--- src/rtl/rtc_bus_writer_pkg.sv ---
`default_nettype none
// ============================================================================
//  Module      : rtc_bus_pkg
//  Description : Shared types and default timing constants for the RTC
//                parallel-bus write engine.
//  Revision    : 1.0 - initial release
// ============================================================================
package rtc_bus_pkg;

  // Width of the multiplexed address/data bus
  localparam int AD_W = 8;

  // Default phase lengths in clock cycles
  localparam int T_SETUP_D = 2;
  localparam int T_PULSE_D = 4;
  localparam int T_HOLD_D  = 2;
  localparam int T_GAP_D   = 3;

  // Write-cycle states; explicit 4-bit encoding so unused codes are known
  typedef enum logic [3:0] {
    ST_IDLE     = 4'd0,
    ST_A_SETUP  = 4'd1,
    ST_A_STROBE = 4'd2,
    ST_A_HOLD   = 4'd3,
    ST_GAP      = 4'd4,
    ST_D_SETUP  = 4'd5,
    ST_D_STROBE = 4'd6,
    ST_D_HOLD   = 4'd7,
    ST_DONE     = 4'd8
  } state_t;

endpackage
`default_nettype wire

--- src/rtl/rtc_bus_writer_if.sv ---
`default_nettype none
// ============================================================================
//  Module      : rtc_bus_writer_if
//  Description : Sequencer request/advance handshake plus the RTC parallel
//                bus pins driven by the write engine.
//  Revision    : 1.0 - initial release
// ============================================================================
interface rtc_bus_writer_if;
  import rtc_bus_pkg::*;

  logic            escriba;
  logic [AD_W-1:0] direc;
  logic [AD_W-1:0] dato;
  logic            siga;
  logic            cs_n;
  logic            rd_n;
  logic            wr_n;
  logic            a_d;
  logic [AD_W-1:0] ad_out;
  logic            ad_oe;
  logic            busy;

  // Write engine side
  modport master (
    input  escriba, direc, dato,
    output siga, cs_n, rd_n, wr_n, a_d, ad_out, ad_oe, busy
  );

  // Sequencer / observer side
  modport slave (
    output escriba, direc, dato,
    input  siga, cs_n, rd_n, wr_n, a_d, ad_out, ad_oe, busy
  );

endinterface
`default_nettype wire

--- src/rtl/rtc_bus_writer_phase_timer.sv ---
`default_nettype none
// ============================================================================
//  Module      : rtc_phase_timer
//  Description : Loadable down-counter timing one bus phase. A load value of
//                zero is stretched to one cycle. expire is high on the last
//                cycle of the phase.
//  Revision    : 1.0 - initial release
// ============================================================================
module rtc_phase_timer #(
  parameter int CNT_W = 4
) (
  input  logic             clk,
  input  logic             reset,
  input  logic             load,
  input  logic [CNT_W-1:0] value,
  output logic             expire
);

  logic [CNT_W-1:0] r_cnt;

  // Reload on phase entry, otherwise count down and park at zero
  always_ff @(posedge clk or posedge reset) begin
    if (reset) begin
      r_cnt <= '0;
    end else if (load) begin
      r_cnt <= (value == '0) ? CNT_W'(1) : value;
    end else if (r_cnt != '0) begin
      r_cnt <= r_cnt - CNT_W'(1);
    end
  end

  assign expire = (r_cnt == CNT_W'(1));

endmodule
`default_nettype wire

--- src/rtl/rtc_bus_writer.sv ---
`default_nettype none
// ============================================================================
//  Module      : rtc_bus_writer
//  Description : Executes one multiplexed address/data write cycle on the RTC
//                parallel bus per escriba request and returns the siga
//                advance handshake. Write-only: rd_n is held high.
//                Optional macro RTC_WR_CNT_EN adds the n_escrituras counter
//                of completed writes.
//  Revision    : 1.0 - initial release
// ============================================================================
module rtc_bus_writer
  import rtc_bus_pkg::*;
#(
  parameter int T_SETUP = T_SETUP_D,
  parameter int T_PULSE = T_PULSE_D,
  parameter int T_HOLD  = T_HOLD_D,
  parameter int T_GAP   = T_GAP_D,
  parameter int CNT_W   = 4
) (
  input  logic               clk,
  input  logic               reset,
  rtc_bus_writer_if.master   bus
`ifdef RTC_WR_CNT_EN
  ,
  output logic [7:0]         n_escrituras
`endif
);

  localparam logic [CNT_W-1:0] C_SETUP = CNT_W'(T_SETUP);
  localparam logic [CNT_W-1:0] C_PULSE = CNT_W'(T_PULSE);
  localparam logic [CNT_W-1:0] C_HOLD  = CNT_W'(T_HOLD);
  localparam logic [CNT_W-1:0] C_GAP   = CNT_W'(T_GAP);

  state_t           r_state;
  state_t           w_next;
  logic [AD_W-1:0]  r_data;
  logic             w_expire;
  logic             w_load;
  logic [CNT_W-1:0] w_load_val;

  rtc_phase_timer #(
    .CNT_W (CNT_W)
  ) u_timer (
    .clk    (clk),
    .reset  (reset),
    .load   (w_load),
    .value  (w_load_val),
    .expire (w_expire)
  );

  // Next-state: timed phases advance on timer expiry, DONE lasts one cycle
  always_comb begin
    w_next = r_state;
    case (r_state)
      ST_IDLE:     if (bus.escriba) w_next = ST_A_SETUP;
      ST_A_SETUP:  if (w_expire)    w_next = ST_A_STROBE;
      ST_A_STROBE: if (w_expire)    w_next = ST_A_HOLD;
      ST_A_HOLD:   if (w_expire)    w_next = ST_GAP;
      ST_GAP:      if (w_expire)    w_next = ST_D_SETUP;
      ST_D_SETUP:  if (w_expire)    w_next = ST_D_STROBE;
      ST_D_STROBE: if (w_expire)    w_next = ST_D_HOLD;
      ST_D_HOLD:   if (w_expire)    w_next = ST_DONE;
      ST_DONE:                      w_next = ST_IDLE;
      default:                      w_next = ST_IDLE;
    endcase
  end

  // Timer reloads with the length of whichever phase is being entered
  always_comb begin
    w_load = (w_next != r_state);
    case (w_next)
      ST_A_SETUP, ST_D_SETUP:   w_load_val = C_SETUP;
      ST_A_STROBE, ST_D_STROBE: w_load_val = C_PULSE;
      ST_A_HOLD, ST_D_HOLD:     w_load_val = C_HOLD;
      ST_GAP:                   w_load_val = C_GAP;
      default:                  w_load_val = '0;
    endcase
  end

  // State register with bus pins decoded from the state being entered
  // ad_out itself holds the address, so only the data byte is latched
  always_ff @(posedge clk or posedge reset) begin
    if (reset) begin
      r_state    <= ST_IDLE;
      r_data     <= '0;
      bus.cs_n   <= 1'b1;
      bus.wr_n   <= 1'b1;
      bus.a_d    <= 1'b0;
      bus.ad_out <= '0;
      bus.ad_oe  <= 1'b0;
      bus.busy   <= 1'b0;
    end else begin
      r_state  <= w_next;
      bus.busy <= (w_next != ST_IDLE);
      if (r_state == ST_IDLE && bus.escriba) begin
        r_data <= bus.dato;
      end
      bus.cs_n  <= 1'b1;
      bus.wr_n  <= 1'b1;
      bus.a_d   <= 1'b0;
      bus.ad_oe <= 1'b0;
      case (w_next)
        ST_A_SETUP: begin
          bus.cs_n   <= 1'b0;
          bus.ad_oe  <= 1'b1;
          bus.ad_out <= bus.direc;
        end
        ST_A_STROBE: begin
          bus.cs_n  <= 1'b0;
          bus.ad_oe <= 1'b1;
          bus.wr_n  <= 1'b0;
        end
        ST_A_HOLD: begin
          bus.cs_n  <= 1'b0;
          bus.ad_oe <= 1'b1;
        end
        ST_D_SETUP: begin
          bus.cs_n   <= 1'b0;
          bus.ad_oe  <= 1'b1;
          bus.a_d    <= 1'b1;
          bus.ad_out <= r_data;
        end
        ST_D_STROBE: begin
          bus.cs_n  <= 1'b0;
          bus.ad_oe <= 1'b1;
          bus.a_d   <= 1'b1;
          bus.wr_n  <= 1'b0;
        end
        ST_D_HOLD: begin
          bus.cs_n  <= 1'b0;
          bus.ad_oe <= 1'b1;
          bus.a_d   <= 1'b1;
        end
        default: begin
          bus.cs_n <= 1'b1;
        end
      endcase
    end
  end

  // Advance handshake: echo the request in IDLE, release in DONE
  always_comb begin
    case (r_state)
      ST_IDLE: bus.siga = bus.escriba;
      ST_DONE: bus.siga = 1'b0;
      default: bus.siga = 1'b1;
    endcase
  end

  assign bus.rd_n = 1'b1;

`ifdef RTC_WR_CNT_EN
  // Count completed writes, wrapping modulo 256
  always_ff @(posedge clk or posedge reset) begin
    if (reset) begin
      n_escrituras <= 8'h00;
    end else if (r_state == ST_DONE) begin
      n_escrituras <= n_escrituras + 8'h01;
    end
  end
`endif

endmodule
`default_nettype wire

--- src/flat_wrapper.sv ---
// flat-port wrapper written by rule: the top's interface ports become plain ports
module rtc_bus_writer_flat import rtc_bus_pkg::*;
#(
  parameter int T_SETUP = T_SETUP_D,
  parameter int T_PULSE = T_PULSE_D,
  parameter int T_HOLD  = T_HOLD_D,
  parameter int T_GAP   = T_GAP_D,
  parameter int CNT_W   = 4
)
  (clk, reset, bus_escriba, bus_direc, bus_dato, bus_siga, bus_cs_n, bus_rd_n, bus_wr_n, bus_a_d, bus_ad_out, bus_ad_oe, bus_busy);
  rtc_bus_writer_if bus_i ();
  input  logic clk;
  input  logic reset;
  input wire logic [$bits(bus_i.escriba)-1:0] bus_escriba;
  input wire logic [$bits(bus_i.direc)-1:0] bus_direc;
  input wire logic [$bits(bus_i.dato)-1:0] bus_dato;
  output wire logic [$bits(bus_i.siga)-1:0] bus_siga;
  output wire logic [$bits(bus_i.cs_n)-1:0] bus_cs_n;
  output wire logic [$bits(bus_i.rd_n)-1:0] bus_rd_n;
  output wire logic [$bits(bus_i.wr_n)-1:0] bus_wr_n;
  output wire logic [$bits(bus_i.a_d)-1:0] bus_a_d;
  output wire logic [$bits(bus_i.ad_out)-1:0] bus_ad_out;
  output wire logic [$bits(bus_i.ad_oe)-1:0] bus_ad_oe;
  output wire logic [$bits(bus_i.busy)-1:0] bus_busy;
  assign bus_i.escriba = bus_escriba;
  assign bus_i.direc = bus_direc;
  assign bus_i.dato = bus_dato;
  assign bus_siga = bus_i.siga;
  assign bus_cs_n = bus_i.cs_n;
  assign bus_rd_n = bus_i.rd_n;
  assign bus_wr_n = bus_i.wr_n;
  assign bus_a_d = bus_i.a_d;
  assign bus_ad_out = bus_i.ad_out;
  assign bus_ad_oe = bus_i.ad_oe;
  assign bus_busy = bus_i.busy;
  rtc_bus_writer #(.T_SETUP(T_SETUP), .T_PULSE(T_PULSE), .T_HOLD(T_HOLD), .T_GAP(T_GAP), .CNT_W(CNT_W)) u_core (.clk(clk), .reset(reset), .bus(bus_i));
endmodule
--- config.mk ---
export PLATFORM = sky130hd
export DESIGN_NAME = rtc_bus_writer_flat
export DESIGN_NICKNAME = d
export VERILOG_FILES = /design/src/rtl/rtc_bus_writer_pkg.sv /design/src/rtl/rtc_bus_writer_if.sv /design/src/rtl/rtc_bus_writer_phase_timer.sv /design/src/rtl/rtc_bus_writer.sv /design/src/flat_wrapper.sv
export SDC_FILE = /design/constraint.sdc
export NUM_CORES = 1
export LEC_CHECK = 0
export CELL_PAD_IN_SITES_DETAIL_PLACEMENT = 1
export CELL_PAD_IN_SITES_GLOBAL_PLACEMENT = 2
export CORE_AREA = 2 2 80 82
export DETAILED_ROUTE_END_ITERATION = 16
export DIE_AREA = 0 0 82 84
export MAX_ROUTING_LAYER = met4
export PLACE_DENSITY_LB_ADDON = 0.1
export SETUP_SLACK_MARGIN = 0.15
export SYNTH_ARGS = -nofsm -noshare
export SYNTH_HDL_FRONTEND = slang
export SYNTH_SLANG_ARGS = --single-unit
--- constraint.sdc ---
create_clock -name clk -period 1.8 [get_ports clk]
set_clock_uncertainty 0.15 [all_clocks]
set_input_delay 0.27 -clock clk [delete_from_list [all_inputs] [get_ports clk]]
set_output_delay 0.27 -clock clk [all_outputs]
set_load 0.03 [all_outputs]
==> results of run 1 <==
routing by layer:
| layer | track usage, % | vias up |
|---|---|---|
| met5 | - | - |
| met4 | 4.545 | 0 |
| met3 | 4.004 | 8 |
| met2 | 26.02 | 30 |
| met1 | 17.10 | 731 |
| li1 | - | 687 |
worst max-delay path: stages, from the launching register on:
cell and delay [ps]:
dfrtp_1 390, inv_2 80, ha_4 140, and4bb_4 310, buf_6 150, a22oi_1 90
a311oi_1 270, mux2i_1 120
flip-flops by register name, indices dropped and copies added, names as in the netlist:
| register | cells |
|---|---|
| u_core.bus.cs_n | 1 |
| u_core.bus.busy | 1 |
| u_core.bus.ad_oe | 1 |
| u_core.bus.a_d | 1 |
| u_core.bus.ad_out | 8 |
| u_core.u_timer.r_cnt | 4 |
| u_core.r_state | 4 |
| u_core.r_data | 8 |
| u_core.bus.wr_n | 1 |
cell usage in the layout, fill, tap and decap left out, types with 5 or more instances in the layout:
cell type	Yosys	layout
inv_1	18	16
nand2_1	12	10
nor2_1	7	6
dlygate4sd2_1	0	12
buf_6	0	5
buf_4	2	23
a21oi_1	8	7
clkdlybuf4s50_1	0	18
mux2i_1	10	10
clkbuf_8	1	7
dfrtp_1	27	25
nand2b_1	14	14
a311oi_1	8	5
mux2_4	0	9
layout make-up:
type / count / area, um^2
Fill cell: 673 / 3590
Multi-Input combinational cell: 108 / 945.9
Sequential cell: 29 / 730.7
Timing Repair Buffer: 61 / 564.3
Clock buffer: 7 / 96.34
Tap cell: 77 / 96.34
Inverter: 18 / 67.56
Clock inverter: 1 / 5.005
how the worst max path moves through the flow:
| stage | start | to | depth (start not counted) |
|---|---|---|---|
| after floorplan | u_core.u_timer.r_cnt[1] | u_core.bus.ad_out[0] | 6 |
| after detailed placement | u_core.u_timer.r_cnt[1] | u_core.bus.ad_out[3] | 7 |
| after global routing | u_core.u_timer.r_cnt[1] | u_core.bus.ad_out[5] | 7 |
| final | u_core.u_timer.r_cnt[1] | u_core.bus.ad_out[3] | 7 |
| after CTS | u_core.u_timer.r_cnt[1] | u_core.bus.ad_out[3] | 7 |
| after global placement | u_core.u_timer.r_cnt[1] | u_core.bus.ad_out[4] | 6 |
cell families (layout without fill, tap and decap cells):
| logic type | after synthesis | count (layout) |
|---|---|---|
| AO/OA/AOI/OAI | 30 | 30 |
| XOR/XNOR | 4 | 4 |
| adder cells (fa/ha/maj) | 3 | 3 |
| buffers and inverters | 30 | 87 |
| flip-flops | 29 | 29 |
| multiplexers | 19 | 19 |
| other | 1 | 1 |
| AND/OR/NAND/NOR | 51 | 51 |
power breakdown:
group | internal (mW) | switching [mW]
sequential | 0.985 | 0.240
combinational | 1.34 | 1.39
clock | 0.345 | 0.248
per-stage QoR:
| stage | hold WS, ps | utilization, % | cells | area, um^2 |
|---|---|---|---|---|
| global route | 277.4 | 41.11 | 301 | 2506 |
| floorplan | 196.6 | - | 167 | 1713 |
| global placement | 359.4 | 36.86 | 288 | 2247 |
| CTS | 234.1 | 40.37 | 299 | 2461 |
| finish | 228.2 | 41.11 | 301 | 2506 |
| detailed placement | 366.4 | 36.86 | 288 | 2247 |
what timing repair did:
action | in CTS | in global routing
endpoints found under the setup margin | 37 | 28
setup buffers | 3 | 2
resized for setup | 38 | 7
pin swaps | 9 | 3
gates cloned | 0 | 0
==> impl_results.md, run 1 <==
* Crit. End Element: register
* Hold Buf Count CTS at 0
* Max Cap Viol at 0
* Post-synth EDFFs at 0
* WL final at 4679 um
* Status: finished, violations left
* Slew Limit Fails at 0
* DP Wirelength at between 3000 and 4000 um
* Depth of the CTS H-tree at 2
* WP data required at ~1800 ps
* Vias at around 1500
* Syn_area_per_cell at about 10 um^2
* Die footprint at around 0.0069 mm^2
* Largest fanout on the critical path at 6
* Initial antenna violation count at 0
* Mux cell area share after synthesis at between 10% and 20%
* Synth Warn # at 0
* Die W at 82 um
* Post-synthesis simple-gate area fraction at a little under a fifth
* Post-synth top flop: dfrtp_1
* RSZ-0062 raised after global routing: true
* Worst r2r src: u_core.u_timer.r_cnt[1]
* DR WL/cell at about 16 um
* Post-Synth XOR/XNOR Area at between 2 and 2.5%
* Startpoint Class: register
* GRT Total Usage at between 10% and 20%
* First-pass GRT wire length at slightly below 8000 um
* Adder-Cell Fraction of Synth Area at 2.229%
* Pwr/cell area at between 1500 and 2000 mW/mm^2
* Sequential element share of the synthesized area at roughly 43%
* # clock sinks at 29
* Achievable Freq at 544.9 MHz
* Syn-to-layout area delta at 48.81%
* Worst r2r dst: u_core.bus.ad_out[3]
* Crit path time final at approximately 1800 ps
* WP data arrival at approximately 1800 ps
* Synth top area share at roughly two fifths
* I/O Pins at 34
* Clk_lat worst skew at about 280 ps
* Initial DRC Count at 61
* Asr flop ratio synth at 100.0%
* Final WS setup at -35.25 ps
* DP Worst Slack at -121.5 ps
* Vias in the first global route at about 1600
* GP Congestion at roughly 0.81
* Share of cells above drive strength 1 at between 30% and 40%
* Final #Nets at about 250
* Drt drc at 0
* Reg clk slew, reported paths at around 70 ps
* Final period util at 102.0%
* Peak VDD IR at between 600 and 700 uV
* WL met3 at roughly 160 um
* Worst R2R Path Depth at 7
* Max Root-Sink Buffers at 2
* Routed wl met2 at between 2000 and 3000 um
* Worst setup path category: register to register
* Initial Util at between 20% and 30%
* TNS Setup at -170.3 ps
* Top cells by area, synth: dfrtp_1 40%, mux2_2 6.0%, mux2i_1 5.9%, nand2b_1 5.2%, a311oi_1 4.2%
* DR vias/cell at about 4.8
* Cts bufs inserted at 5
* Post-Syn Instances at approximately 170
* Worst R2R Setup Slack at -40 ps
* CTS tree: done
* Die height at 84 um
* Largest net degree at the start of global routing at 35
* Synthesized flop and latch total at 29
* Synth area leader: dfrtp_1
* N_diodes at 0
* Final Power at between 4 and 5 mW
* Global route overflow at 0
* Post-synth top cells: 27 x dfrtp_1, 18 x inv_1, 14 x nand2b_1
* # port buffers at 32
* Core ar. at roughly 0.006 mm^2
* Worst hold path type: primary input to async pin
* DR top layer: met4
* Syn nets at around 190
* Main combinational cell family by area after synthesis: simple AND/OR/NAND/NOR gates
* Cell area after synthesis at approximately 0.0017 mm^2
* LEAKAGE at around 1.1 nW
* Final hold vios at 0
* Failing checks: setup timing
* Routed Antenna Nets at 0
* Cell row count at 29
* Distinct cell type count after synthesis at 38
* Clk root buf: clkbuf_8
* Compound-gate portion of the synthesized area at a little over an eighth
* Most frequent cell after synthesis: dfrtp_1
* Wl on met1 at about 1900 um
* # setup viols final at 8
* Drt pass-1 iters at 4
Power figures use the tool's default switching activity.
==> inputs of run 2 (changes only) <==
--- a/config.mk
+++ b/config.mk
@@ -7,9 +7,9 @@
 export LEC_CHECK = 0
 export CELL_PAD_IN_SITES_DETAIL_PLACEMENT = 1
 export CELL_PAD_IN_SITES_GLOBAL_PLACEMENT = 2
-export CORE_AREA = 2 2 80 82
+export CORE_AREA = 2 2 74 76
 export DETAILED_ROUTE_END_ITERATION = 16
-export DIE_AREA = 0 0 82 84
+export DIE_AREA = 0 0 76 78
 export MAX_ROUTING_LAYER = met4
 export PLACE_DENSITY_LB_ADDON = 0.1
 export SETUP_SLACK_MARGIN = 0.15
==> constraint.sdc (replaced) <==
create_clock -name clk -period 2.2 [get_ports clk]
set_clock_uncertainty 0.15 [all_clocks]
set_input_delay 0.33 -clock clk [delete_from_list [all_inputs] [get_ports clk]]
set_output_delay 0.33 -clock clk [all_outputs]
set_load 0.03 [all_outputs]
==> impl_results.md, run 2 (synthesized netlist as in run 1, its figures left out) <==
* CTS tree: done
* Die footprint at 0.005928 mm^2 (-14%)
* Die height at 78 um (-7.1%)
* Gate power share at 56.7% (-3.3 points)
* Largest regs: u_core.bus.ad_out x8, u_core.r_data x8
* Final hold vios at 0 (unchanged)
* DR WL/cell at 15.31 um (-1.5%)
* Startpoint Class: register
* Crit. End Element: output port
* Reg clk slew, reported paths at 60 ps (about the same)
* Drt drc at 0 (unchanged)
* Clk root buf: clkbuf_8
* Most frequent cells in the layout: 31 x clkdlybuf4s50_1, 27 x dfrtp_1, 17 x inv_1, 15 x buf_4, 14 x nand2b_1
* Top Family by Delay on Critical Path: buffers and inverters
* Initial DRC Count at 39 (-36%)
* Flop pwr share at 30.6% (+3.7 points)
* Status: completed
* DP Wirelength at 3050 um (-11%)
* Cts bufs inserted at 5 (unchanged)
* Most common cell after layout, fill and taps aside: clkdlybuf4s50_1
* Final core occ at 44.24% (+3.1 points)
* Depth of the CTS H-tree at 2 (unchanged)
* Die W at 76 um (-7.3%)
* Max_slew headroom at approximately two thirds
* WP data required at 1720 ps (-80 ps)
* Initial Util at 33.40% (+5.8 points)
* Achievable Freq at between 500 and 600 MHz
* Largest net degree at the start of global routing at 30 (-14%)
* Int Pwr at 1.920 mW (-28%)
* Slowest stage delay, CP at 660 ps (+270 ps)
* Peak VDD IR at 552.4 uV (-11%)
* Max Cap Viol at 0 (unchanged)
* Global route overflow at 0 (unchanged)
* Worst R2R Path Depth at 6 (-1)
* Worst r2r dst: u_core.bus.ad_out[4]
* Largest fanout on the critical path at 1 (-5)
* N_diodes at 0 (unchanged)
* Worst hold path type: primary input to async pin
* First-pass GRT wire length at 7265 um (-5.8%)
* Fill cells at 571 (-15%)
* Max Root-Sink Buffers at 2 (unchanged)
* # setup viols final at 0 (-8)
* Worst slew pin tran at 520.4 ps
* Clk_lat worst skew at 280 ps (about the same)
* Slew Limit Fails at 0 (unchanged)
* TNS Setup at 0 ps (+170.3 ps)
* Final period util at roughly 88%
* Hold Buf Count CTS at 0 (unchanged)
* Drt pass-1 iters at 4 (unchanged)
* # clock sinks at 29 (unchanged)
* GP Congestion at 0.7832 (-3.3%)
* DR vias/cell at 4.971 (+2.8%)
* Worst r2r src: u_core.u_timer.r_cnt[0]
* Worst R2R Setup Slack at 290 ps (+330 ps)
* Worst path bufs/invs at 1 (-1)
* LEAKAGE at 0.9599 nW (-15%)
* Syn-to-layout area delta at 32.47%
* Clk pwr share at 12.7% (-0.3 points)
* I/O Pins at 34 (unchanged)
* Cell row count at 26 (-10%)
* Switching Fraction at 42.12% (+0.84 points)
* Crit path time final at about 1900 ps
* RSZ-0062 raised after global routing: false
* Critical path, cell by cell: clkdlybuf4s50_1
* Switching pwr at 1.398 mW (-26%)
* Share of cells above drive strength 1 at 20.48% (-12 points)
* WL final at 4287 um (-8.4%)
* CP max stage cell: clkdlybuf4s50_1
* Pwr/cell area at 1487 mW/mm^2 (-18%)
* # port buffers at 32 (unchanged)
* GRT Total Usage at 16.17% (+0.96 points)
* Initial antenna violation count at 0 (unchanged)
* Core ar. at 0.005042 mm^2 (-17%)
* Vias in the first global route at 1478 (-6.4%)
* Final #Nets at 231 (-5.7%)
* WP data arrival at 1450 ps (-390 ps)
* Worst setup path category: register to output port
* Routed Antenna Nets at 0 (unchanged)
* Vias at 1392 (-4.4%)
==> run 2: what timing repair did <==
action	CTS	global route
hold endpoints to repair	0	0
buffers inserted	2	4
resized for setup	0	6
setup endpoints to repair	6	9
pin swaps	0	2
==> run 2: power by group through the flow <==
stage,Clock [mW],Sequential (mW),Combinational (mW)
3_3_place_gp,0,1.01,1.76
3_5_place_dp,0,1.02,1.83
2_1_floorplan,0,1.20,1.05
6_report,0.420,1.02,1.88
4_1_cts,0.444,1.01,1.84
5_1_grt,0.467,1.05,2.06
==> run 2: how the worst max path moves through the flow <==
stage,from,endpoint,slack (ps),cells after the start
2_1_floorplan,u_core.u_timer.r_cnt[1],u_core.bus.ad_out[0],210,6
3_3_place_gp,bus_escriba,u_core.bus.ad_out[0],200,6
3_5_place_dp,u_core.u_timer.r_cnt[1],u_core.bus.ad_out[0],130,7
4_1_cts,u_core.u_timer.r_cnt[1],u_core.bus.ad_out[4],180,6
5_1_grt,u_core.u_timer.r_cnt[1],u_core.u_timer.r_cnt[1],140,7
6_report,u_core.bus.wr_n,bus_wr_n,270,1
==> run 2: per-layer routing <==
layer	wire, um	up-vias	global-route usage [%]	part of all wire (%)
li1	-	661	-	-
met1	1778	690	16.90	41
met2	2237	32	29.02	52
met3	174	9	4.302	4.1
met4	97	0	6.727	2.3
met5	0	-	-	0
==> run 2: worst reg2reg max path, stage by stage, from the launching register on <==
cell      delay, ps
dfrtp_1         430
ha_2            220
and4bb_4        240
buf_4           160
nor4_4          210
buf_6           200
mux2i_2         220
==> run 2: through the flow <==
| step | area (um^2) | hold WS (ps) | cells | worst slack [ps] | power [mW] |
|---|---|---|---|---|---|
| 2_1_floorplan | 1684 | 256.6 | 167 | 209.3 | 2.250 |
| 3_3_place_gp | 2085 | 363.0 | 266 | 201.2 | 2.770 |
| 3_5_place_dp | 2085 | 372.2 | 266 | 131.3 | 2.844 |
| 4_1_cts | 2180 | 305.4 | 276 | 180.9 | 3.300 |
| 5_1_grt | 2231 | 337.2 | 280 | 143.6 | 3.582 |
| 6_report | 2231 | 287.9 | 280 | 265.5 | 3.318 |
==> run 2: area by class of cell <==
type	count	area, um^2	area share (%)
tap	70	87.58	3.926
multi-input combinational	108	833.3	37.35
inverter	18	67.56	3.029
sequential	29	728.2	32.64
clock buffer	8	80.08	3.589
timing repair buffer	47	434.2	19.46
